$ cat src/rtl/div_restoring_seq_pkg.sv
// Shared definitions for the sequential restoring divider: FSM state
// encodings and the iteration-counter width helper.
package div_restoring_seq_pkg;

  typedef enum logic [1:0] {
    ST_IDLE = 2'd0,
    ST_RUN  = 2'd1,
    ST_DONE = 2'd2
  } state_t;

  // Counter must hold WIDTH-1; at least one bit even for the smallest width.
  function automatic int cnt_width(input int width);
    return (width <= 2) ? 1 : $clog2(width);
  endfunction

endpackage

$ cat src/rtl/div_restoring_seq_step.sv
// One restoring-division iteration: trial subtract of the divisor from the
// already-shifted partial remainder, keeping the old value on a borrow.
module div_step #(
  parameter int WIDTH = 4
) (
  input  logic [WIDTH:0]   r,
  input  logic [WIDTH-1:0] divisor,
  output logic [WIDTH:0]   r_next,
  output logic             q_bit
);

  logic [WIDTH:0] trial;

  assign trial  = r - {1'b0, divisor};
  // A clear sign bit means the divisor fit into the partial remainder.
  assign q_bit  = ~trial[WIDTH];
  assign r_next = q_bit ? trial : r;

endmodule

$ cat src/rtl/div_restoring_seq.sv
// Sequential restoring unsigned divider, one quotient bit per clock, with a
// start/busy/done handshake toward the ALU controller.
module div_restoring_seq
  import div_restoring_seq_pkg::*;
#(
  parameter int WIDTH = 4
) (
  input  logic             clk,
  input  logic             reset,
  input  logic             start,
  input  logic [WIDTH-1:0] dividend,
  input  logic [WIDTH-1:0] divisor,
  output logic             busy,
  output logic             done,
  output logic [WIDTH-1:0] quotient,
  output logic [WIDTH-1:0] remainder,
  output logic             div_by_zero
);

  localparam int CNT_W = cnt_width(WIDTH);

  state_t             state_reg, state_next;
  logic [CNT_W-1:0]   cnt_reg;
  logic [WIDTH:0]     r_reg;
  logic [WIDTH-1:0]   q_reg;
  logic [WIDTH-1:0]   divisor_reg;
  logic [WIDTH:0]     r_shift;
  logic [WIDTH:0]     r_step;
  logic               q_bit;
  logic [WIDTH-1:0]   q_step;
  logic               accept;
  logic               last_iter;

  assign accept    = start && ((state_reg == ST_IDLE) || (state_reg == ST_DONE));
  assign last_iter = (cnt_reg == '0);

  // {R,Q} shifted left by one as a single wide register pair.
  assign r_shift = (r_reg << 1) | {{WIDTH{1'b0}}, q_reg[WIDTH-1]};
  assign q_step  = {q_reg[WIDTH-2:0], q_bit};

  div_step #(.WIDTH(WIDTH)) u_step (
    .r       (r_shift),
    .divisor (divisor_reg),
    .r_next  (r_step),
    .q_bit   (q_bit)
  );

  always_ff @(posedge clk) begin
    if (reset) begin
      state_reg <= ST_IDLE;
    end else begin
      state_reg <= state_next;
    end
  end

  always_comb begin
    state_next = state_reg;
    case (state_reg)
      ST_IDLE, ST_DONE: begin
        state_next = ST_IDLE;
        if (start) begin
          state_next = (divisor == '0) ? ST_DONE : ST_RUN;
        end
      end
      ST_RUN: begin
        if (last_iter) begin
          state_next = ST_DONE;
        end
      end
      default: state_next = ST_IDLE;
    endcase
  end

  assign busy = (state_reg == ST_RUN);
  assign done = (state_reg == ST_DONE);

  always_ff @(posedge clk) begin
    if (reset) begin
      cnt_reg     <= '0;
      r_reg       <= '0;
      q_reg       <= '0;
      divisor_reg <= '0;
      quotient    <= '0;
      remainder   <= '0;
      div_by_zero <= 1'b0;
    end else if (accept) begin
      divisor_reg <= divisor;
      q_reg       <= dividend;
      r_reg       <= '0;
      cnt_reg     <= CNT_W'(WIDTH - 1);
      div_by_zero <= (divisor == '0);
      // Zero divisor skips RUN, so its result is published right away.
      if (divisor == '0) begin
        quotient  <= '1;
        remainder <= dividend;
      end
    end else if (state_reg == ST_RUN) begin
      r_reg <= r_step;
      q_reg <= q_step;
      if (last_iter) begin
        quotient  <= q_step;
        remainder <= r_step[WIDTH-1:0];
      end else begin
        cnt_reg <= cnt_reg - CNT_W'(1);
      end
    end
  end

endmodule

$ cat config.mk
export PLATFORM = sky130hd
export DESIGN_NAME = div_restoring_seq
export DESIGN_NICKNAME = d
export VERILOG_FILES = /design/src/rtl/div_restoring_seq_pkg.sv /design/src/rtl/div_restoring_seq_step.sv /design/src/rtl/div_restoring_seq.sv
export SDC_FILE = /design/constraint.sdc
export NUM_CORES = 1
export LEC_CHECK = 0
export ABC_AREA = 1
export ABC_CLOCK_PERIOD_IN_PS = 2460
export BUFFER_PORTS_ARGS = -buffer_cell sky130_fd_sc_hd__buf_2
export CAP_MARGIN = 15
export CORE_MARGIN = 2
export CORE_UTILIZATION = 54
export CTS_CLUSTER_DIAMETER = 120
export DETAILED_ROUTE_END_ITERATION = 8
export GPL_TIMING_DRIVEN = 0
export MAX_ROUTING_LAYER = met4
export PLACE_DENSITY = 0.83
export REMOVE_ABC_BUFFERS = 1
export SLEW_MARGIN = 0
export SYNTH_ARGS = -nofsm -noshare
export SYNTH_HDL_FRONTEND = slang
export SYNTH_SLANG_ARGS = --single-unit
$ cat constraint.sdc
create_clock -name clk -period 2.46 [get_ports clk]
set_input_delay 0 -clock clk [delete_from_list [all_inputs] [get_ports clk]]
set_output_delay 0 -clock clk [all_outputs]
set_load 0.05 [all_outputs]
== After elaboration in Yosys (flattened, before gate mapping) ==
Index checks and enable logic that the tools add are counted.

* Add/subtract/negate cells: 2
* $mul: 0
* Divide/modulo/power cells: 0
* Magnitude comparators: 0
* Equality and inequality tests: 5
* Shift operators: 0
* Multiplexer cells: 18
* Bitwise gates (word level): 2
* Reduce and logical (&&, ||, !) cells: 11

{| class="wikitable"
|+ Operators by type and width
! kind !! count
|-
| 4-bit 2-to-1 mux || 11
|-
| 2-bit 2-to-1 mux || 6
|-
| 5-bit by 1-bit bitwise OR with 5-bit output || 1
|-
| 5-bit by 4-bit subtractor with 5-bit output || 1
|-
| 2-bit zero test || 2
|-
| 4-bit zero test || 1
|-
| 2-bit by 1-bit != test with 1-bit output (second input constant) || 2
|-
| 2-bit case mux with 2 select lines || 1
|-
| 2-bit nonzero test || 2
|-
| 2-bit OR reduction || 2
|-
| 3-bit AND reduction || 1
|-
| 2-bit by 1-bit == test with 1-bit output (second input constant) || 1
|-
| 2-bit == test (second input constant) || 1
|-
| 2-bit != test (second input constant) || 1
|-
| 2-bit AND reduction || 1
|-
| 2-bit by 1-bit subtractor with 2-bit output (second input constant) || 1
|-
| 1-bit logical AND || 1
|-
| 1-bit logical OR || 1
|-
| 1-bit inverter || 1
|}

* Register bits: 25
* Bits in latches: 0
* RAM bits: 0
* Memory bits (read-only): 0
* Input bits: 11
* Output and inout port bits: 11
* Logic and storage cells: 46
* Memories kept: 0

== Logic depth before layout (Yosys ltp) ==
* Word-level depth: 6
* Mapped depth: 13
* Mapped depth without buffers: 13

== Cells and area by module ==
Synthesis repeated with hierarchy kept, for this count alone.

* Cell total of the unflattened synthesis: 185
* Area, all modules: 1302.5 µm²

{| class="wikitable"
|+ By module, submodules not included
! module !! times used !! cells each !! area each (µm²) !! sequential area each (µm²)
|-
| div_restoring_seq || 1 || 152 || 1103.6 || 500.5
|-
| div_step || 1 || 33 || 198.9 || 0.0
|}

== Worst setup path before layout ==
Ideal clock, no wire load.

* Path kind: flip-flop to flip-flop
* Start point: register q_reg[3]
* End point: register r_reg[3]
* Setup time: 0.115 ns
* Arrival time: 1.633 ns
* Data required time: 2.345 ns
* Path slack: 0.711 ns
* Stages on the path, launching flop included: 12
* Buffers on the path: 0
* Period minus slack after synthesis: 1.749 ns
* Cells stage by stage: dfxtp_1 inv_1 ha_1 fa_1 inv_1 nand3_1 nand3_1 nand2_1 nand2_1 nand2_1 o21ai_0 inv_1

* Word-level cells in the longest chain between the ends: 3

{| class="wikitable"
|+ RTL lines
! item !! RTL line !! RTL
|-
| from (decl) || div_restoring_seq.sv:25 || <nowiki>logic [WIDTH-1:0] q_reg;</nowiki>
|-
| from (signal assigned) || div_restoring_seq.sv:88 || <nowiki>q_reg <= dividend;</nowiki>
|-
| from (signal assigned) || div_restoring_seq.sv:99 || <nowiki>q_reg <= q_step;</nowiki>
|-
| 5-bit by 1-bit bitwise OR with 5-bit output || div_restoring_seq.sv:38 || <nowiki>assign r_shift = (r_reg << 1) | {{WIDTH{1'b0}}, q_reg[WIDTH-1]};</nowiki>
|-
| 5-bit by 4-bit subtractor with 5-bit output || div_restoring_seq_step.sv:14 || <nowiki>assign trial = r - {1'b0, divisor};</nowiki>
|-
| 4-bit 2-to-1 mux || div_restoring_seq_step.sv:17 || <nowiki>assign r_next = q_bit ? trial : r;</nowiki>
|-
| to (signal assigned) || div_restoring_seq.sv:98 || <nowiki>r_reg <= r_step;</nowiki>
|-
| to (decl) || div_restoring_seq.sv:24 || <nowiki>logic [WIDTH:0] r_reg;</nowiki>
|}

No other way between the ends.
A chain may end at the register's enable or synchronous reset.

== Worst setup path after layout ==
* Start point: register q_reg[3]
* End point: register q_reg[0]

* Word-level cells in the longest chain between the ends: 5

{| class="wikitable"
|+ RTL lines
! item !! RTL line !! RTL
|-
| 5-bit by 1-bit bitwise OR with 5-bit output || div_restoring_seq.sv:38 ||
|-
| 5-bit by 4-bit subtractor with 5-bit output || div_restoring_seq_step.sv:14 ||
|-
| 1-bit inverter || div_restoring_seq_step.sv:16 || <nowiki>assign q_bit = ~trial[WIDTH];</nowiki>
|-
| 4-bit 2-to-1 mux || div_restoring_seq.sv:97 || <nowiki>end else if (state_reg == ST_RUN) begin</nowiki>
|-
| 4-bit 2-to-1 mux || div_restoring_seq.sv:86 || <nowiki>end else if (accept) begin</nowiki>
|}

No other way between the ends. The select of a mux whose other input is x is not followed.

==> metrics.json <==
{
  "nets": 232,
  "cts_tree": "done",
  "tritoncts.num_buffers": 3,
  "power.share.sequential_pct": 47.8,
  "min_from": "dividend[2]",
  "total_leakage_power_nw": 0.767,
  "cts_sinks": 25,
  "antenna_found_initial": 0,
  "maximum_number_of_pins_on_one_net_before_global_route_repair": 19,
  "layout.cells.most_common": "sky130_fd_sc_hd__nand2_1",
  "worst_hold_path_type": "input port to flip-flop",
  "irDropWorstVdd_mv": 0.397,
  "placedCellCount": 228,
  "cts-root-buf": "sky130_fd_sc_hd__clkbuf_4",
  "syn_avg_cell_area_um2": 7.10,
  "worst_r2r_path_depth": 11,
  "power.share.switching_pct": 37.1,
  "share_clk_of_total_power_pct": 18.7,
  "synth_area_um2": 1310,
  "regToRegStartpoint": "q_reg[3]",
  "worstPathArrival_ns": 2.59,
  "powerDensity_nw_per_um2": 620,
  "crit_path_max_fanout": 6,
  "fmax_mhz": 433,
  "detailedRoute.firstIterationViolations": 32,
  "dieWidth_um": 53.2,
  "final_max_slew_viol_count": 0,
  "antenna_cells_inserted": 0,
  "grt_setup_unrepaired": "false",
  "required_ns": 2.74,
  "layout.cells.most_common_list": "sky130_fd_sc_hd__nand2_1, sky130_fd_sc_hd__inv_1, sky130_fd_sc_hd__dfxtp_1, sky130_fd_sc_hd__a21oi_1, sky130_fd_sc_hd__buf_2",
  "placement.cell_area_um2": 1420,
  "synth_sequential_area_ratio_pct": 38.3,
  "r2r_setup_slk_ns": 0.15,
  "globalRouteOverflowTotal": 0,
  "post_synth_inst_count": 184,
  "clock_insertion_delay_worst_skew_ns": 0.32,
  "worst_setup_skew_after_layout_ns": 0.0119,
  "run_status": "complete, no violations",
  "hold_violations": 0,
  "worst_setup_path_end_kind": "flip-flop",
  "grt_pass1_vias": 1223,
  "hold-path-cell-count": 3,
  "cts_post_setup_buffers_inserted": 0,
  "filler_cell_count": 196,
  "reg2reg_to": "q_reg[0]",
  "final_critical_path_setup_slack_ns": 0.151,
  "layoutNonFillerInstCount": 242,
  "startpoint_type": "flip-flop",
  "synth.ff_latch_count": 25,
  "row_count": 17,
  "ctsHtreeMaxLevel": 1,
  "wire_per_inst_um": 12.0,
  "ctsLongestPathBuffers": 2,
  "pwr-share-comb_pct": 33.5,
  "layout-area-overhead-vs-synth_pct": 18.9,
  "globalplace.congestion": 0.865,
  "synth_cell_types": 25,
  "detailedRoute.firstPassIterationCount": 4,
  "num_vias": 1265,
  "avgViaCountPerCell": 5.23,
  "final_design_area_no_fill_um2": 1550,
  "synth_warnings": 0,
  "routed_wirelength_mm": 2.90,
  "boundaryPins": 22,
  "grt_first_pass_wirelength_mm": 4.86,
  "finalWorstPathRequiredPeriod_ns": 2.31,
  "chipHeight_um": 53.2,
  "setup_tns_ns": 0,
  "yosysTopAreaCellShare_pct": 38.3,
  "io_buffer_count": 21,
  "max_slew_margin_pct": 73.0,
  "dpl_worst_slack_ns": 0.501,
  "drv.max_cap_violation_count": 0,
  "worst-slew-pin-transition_ns": 0.404,
  "drt.antenna.violating_nets": 0,
  "global_route.usage.total_pct": 24.2,
  "net-switching-power_w": 0.000357,
  "cts.reportedPaths.clkPinSlew_ns": 0.14,
  "starting_density_of_the_core_pct": 57.9,
  "core_area_um2": 2250,
  "final_min_period_over_clock_period_pct": 93.9,
  "internal-power_w": 0.000606,
  "synthDominantAreaCellType": "sky130_fd_sc_hd__dfxtp_1",
  "layout-drive-gt1-share_pct": 17.8,
  "drt_drc_violations_left": 0,
  "setup_violations": 0,
  "hpwlAfterDp_mm": 2.09,
  "synth_area_leaders": "sky130_fd_sc_hd__dfxtp_1, sky130_fd_sc_hd__nand2_1, sky130_fd_sc_hd__a21oi_1",
  "fp.dieArea_um2": 2830,
  "hold-path-endpoint": "remainder[2]",
  "critPathKind": "flip-flop to flip-flop"
}
[power groups by stage]
stage	sequential [W]	clock [W]	combinational (W)
finish	0.000460	0.000180	0.000322
global route	0.000463	0.000204	0.000364
CTS	0.000459	0.000186	0.000317
detailed placement	0.000468	0	0.000302
global placement	0.000466	0	0.000293
floorplan	0.000509	0	0.000192
[metrics by stage]
| stage | util, % | hold slack (ns) | total power (W) |
|---|---|---|---|
| finish | 68.9 | 0.0331 | 0.000962 |
| global route | 68.9 | 0.0347 | 0.00103 |
| detailed placement | 62.9 | 0.284 | 0.000770 |
| floorplan | - | 0.0624 | 0.000701 |
| CTS | 68.5 | 0.0338 | 0.000963 |
| global placement | 62.9 | 0.272 | 0.000760 |
[area by class of cell]
cell class                 count  area (µm²)  share of cell area, %
multi-input combinational    124         672                   43.3
sequential                    25         500                   32.2
timing repair buffer          31         205                   13.2
inverter                      30         113                   7.25
tap                           28        35.0                   2.26
clock buffer                   3        22.5                   1.45
clock inverter                 1        5.00                  0.322
[synth_stat cells]
cell and instances:
sky130_fd_sc_hd__a31oi_1 5, sky130_fd_sc_hd__buf_6 1, sky130_fd_sc_hd__o21ai_2 1, sky130_fd_sc_hd__nand2_1 43, sky130_fd_sc_hd__nor2_4 1, sky130_fd_sc_hd__o21ai_1 4
sky130_fd_sc_hd__nand2_4 1, sky130_fd_sc_hd__nand2_2 1, sky130_fd_sc_hd__nand4_2 1, sky130_fd_sc_hd__fa_1 1, sky130_fd_sc_hd__inv_2 2, sky130_fd_sc_hd__dfxtp_1 25
sky130_fd_sc_hd__nor2_2 1, sky130_fd_sc_hd__nor2_1 10, sky130_fd_sc_hd__ha_1 5, sky130_fd_sc_hd__a21oi_2 1, sky130_fd_sc_hd__a21oi_1 22, sky130_fd_sc_hd__clkbuf_1 2
sky130_fd_sc_hd__nor2_8 1, sky130_fd_sc_hd__or2_1 1, sky130_fd_sc_hd__nand3_1 13, sky130_fd_sc_hd__inv_1 28, sky130_fd_sc_hd__o21ai_0 11, sky130_fd_sc_hd__buf_2 2
sky130_fd_sc_hd__nand3_2 1
[how the worst max path moves through the flow]
stage	startpoint	slack, ns	end
floorplan	q_reg[3]	0.71	r_reg[3]
global placement	q_reg[3]	0.51	r_reg[3]
finish	q_reg[3]	0.15	q_reg[0]
global route	q_reg[3]	0.003	q_reg[0]
detailed placement	q_reg[3]	0.50	r_reg[3]
CTS	q_reg[3]	0.12	q_reg[0]
[routing by layer]
layer / track usage [%] / wire [µm] / up-vias
li1: - / - / 650
met2: 42.9 / 1460 / 43
met1: 25.9 / 1250 / 566
met5: - / 0 / -
met3: 5.65 / 148 / 6
met4: 9.83 / 41 / 0
[critical path, stage by stage (launching register included)]
cell                            delay [ns]
sky130_fd_sc_hd__dfxtp_1              0.36
sky130_fd_sc_hd__inv_1                0.06
sky130_fd_sc_hd__ha_1                 0.23
sky130_fd_sc_hd__fa_1                 0.39
sky130_fd_sc_hd__inv_1                0.09
sky130_fd_sc_hd__nand2_1              0.07
sky130_fd_sc_hd__nand2_1              0.08
sky130_fd_sc_hd__nand3_2              0.12
sky130_fd_sc_hd__nand2_2              0.14
sky130_fd_sc_hd__nand2_1              0.06
sky130_fd_sc_hd__a31oi_1              0.12
sky130_fd_sc_hd__dlygate4sd3_1        0.56
[cell families after synthesis]
family                   Yosys count  synth area share, %
buffers and inverters             35                 10.8
AND/OR/NAND/NOR                   74                 26.6
adder cells (fa/ha/maj)            6                 6.32
flip-flops                        25                 38.3
AO/OA/AOI/OAI                     44                 17.9
[repair_timing]
item,4_1_cts,5_1_grt
hold buffers,10,0
endpoints found under the hold margin,13,0
gates resized for setup,0,2
endpoints found under the setup margin,0,1
(Power assumes the default switching activity.)
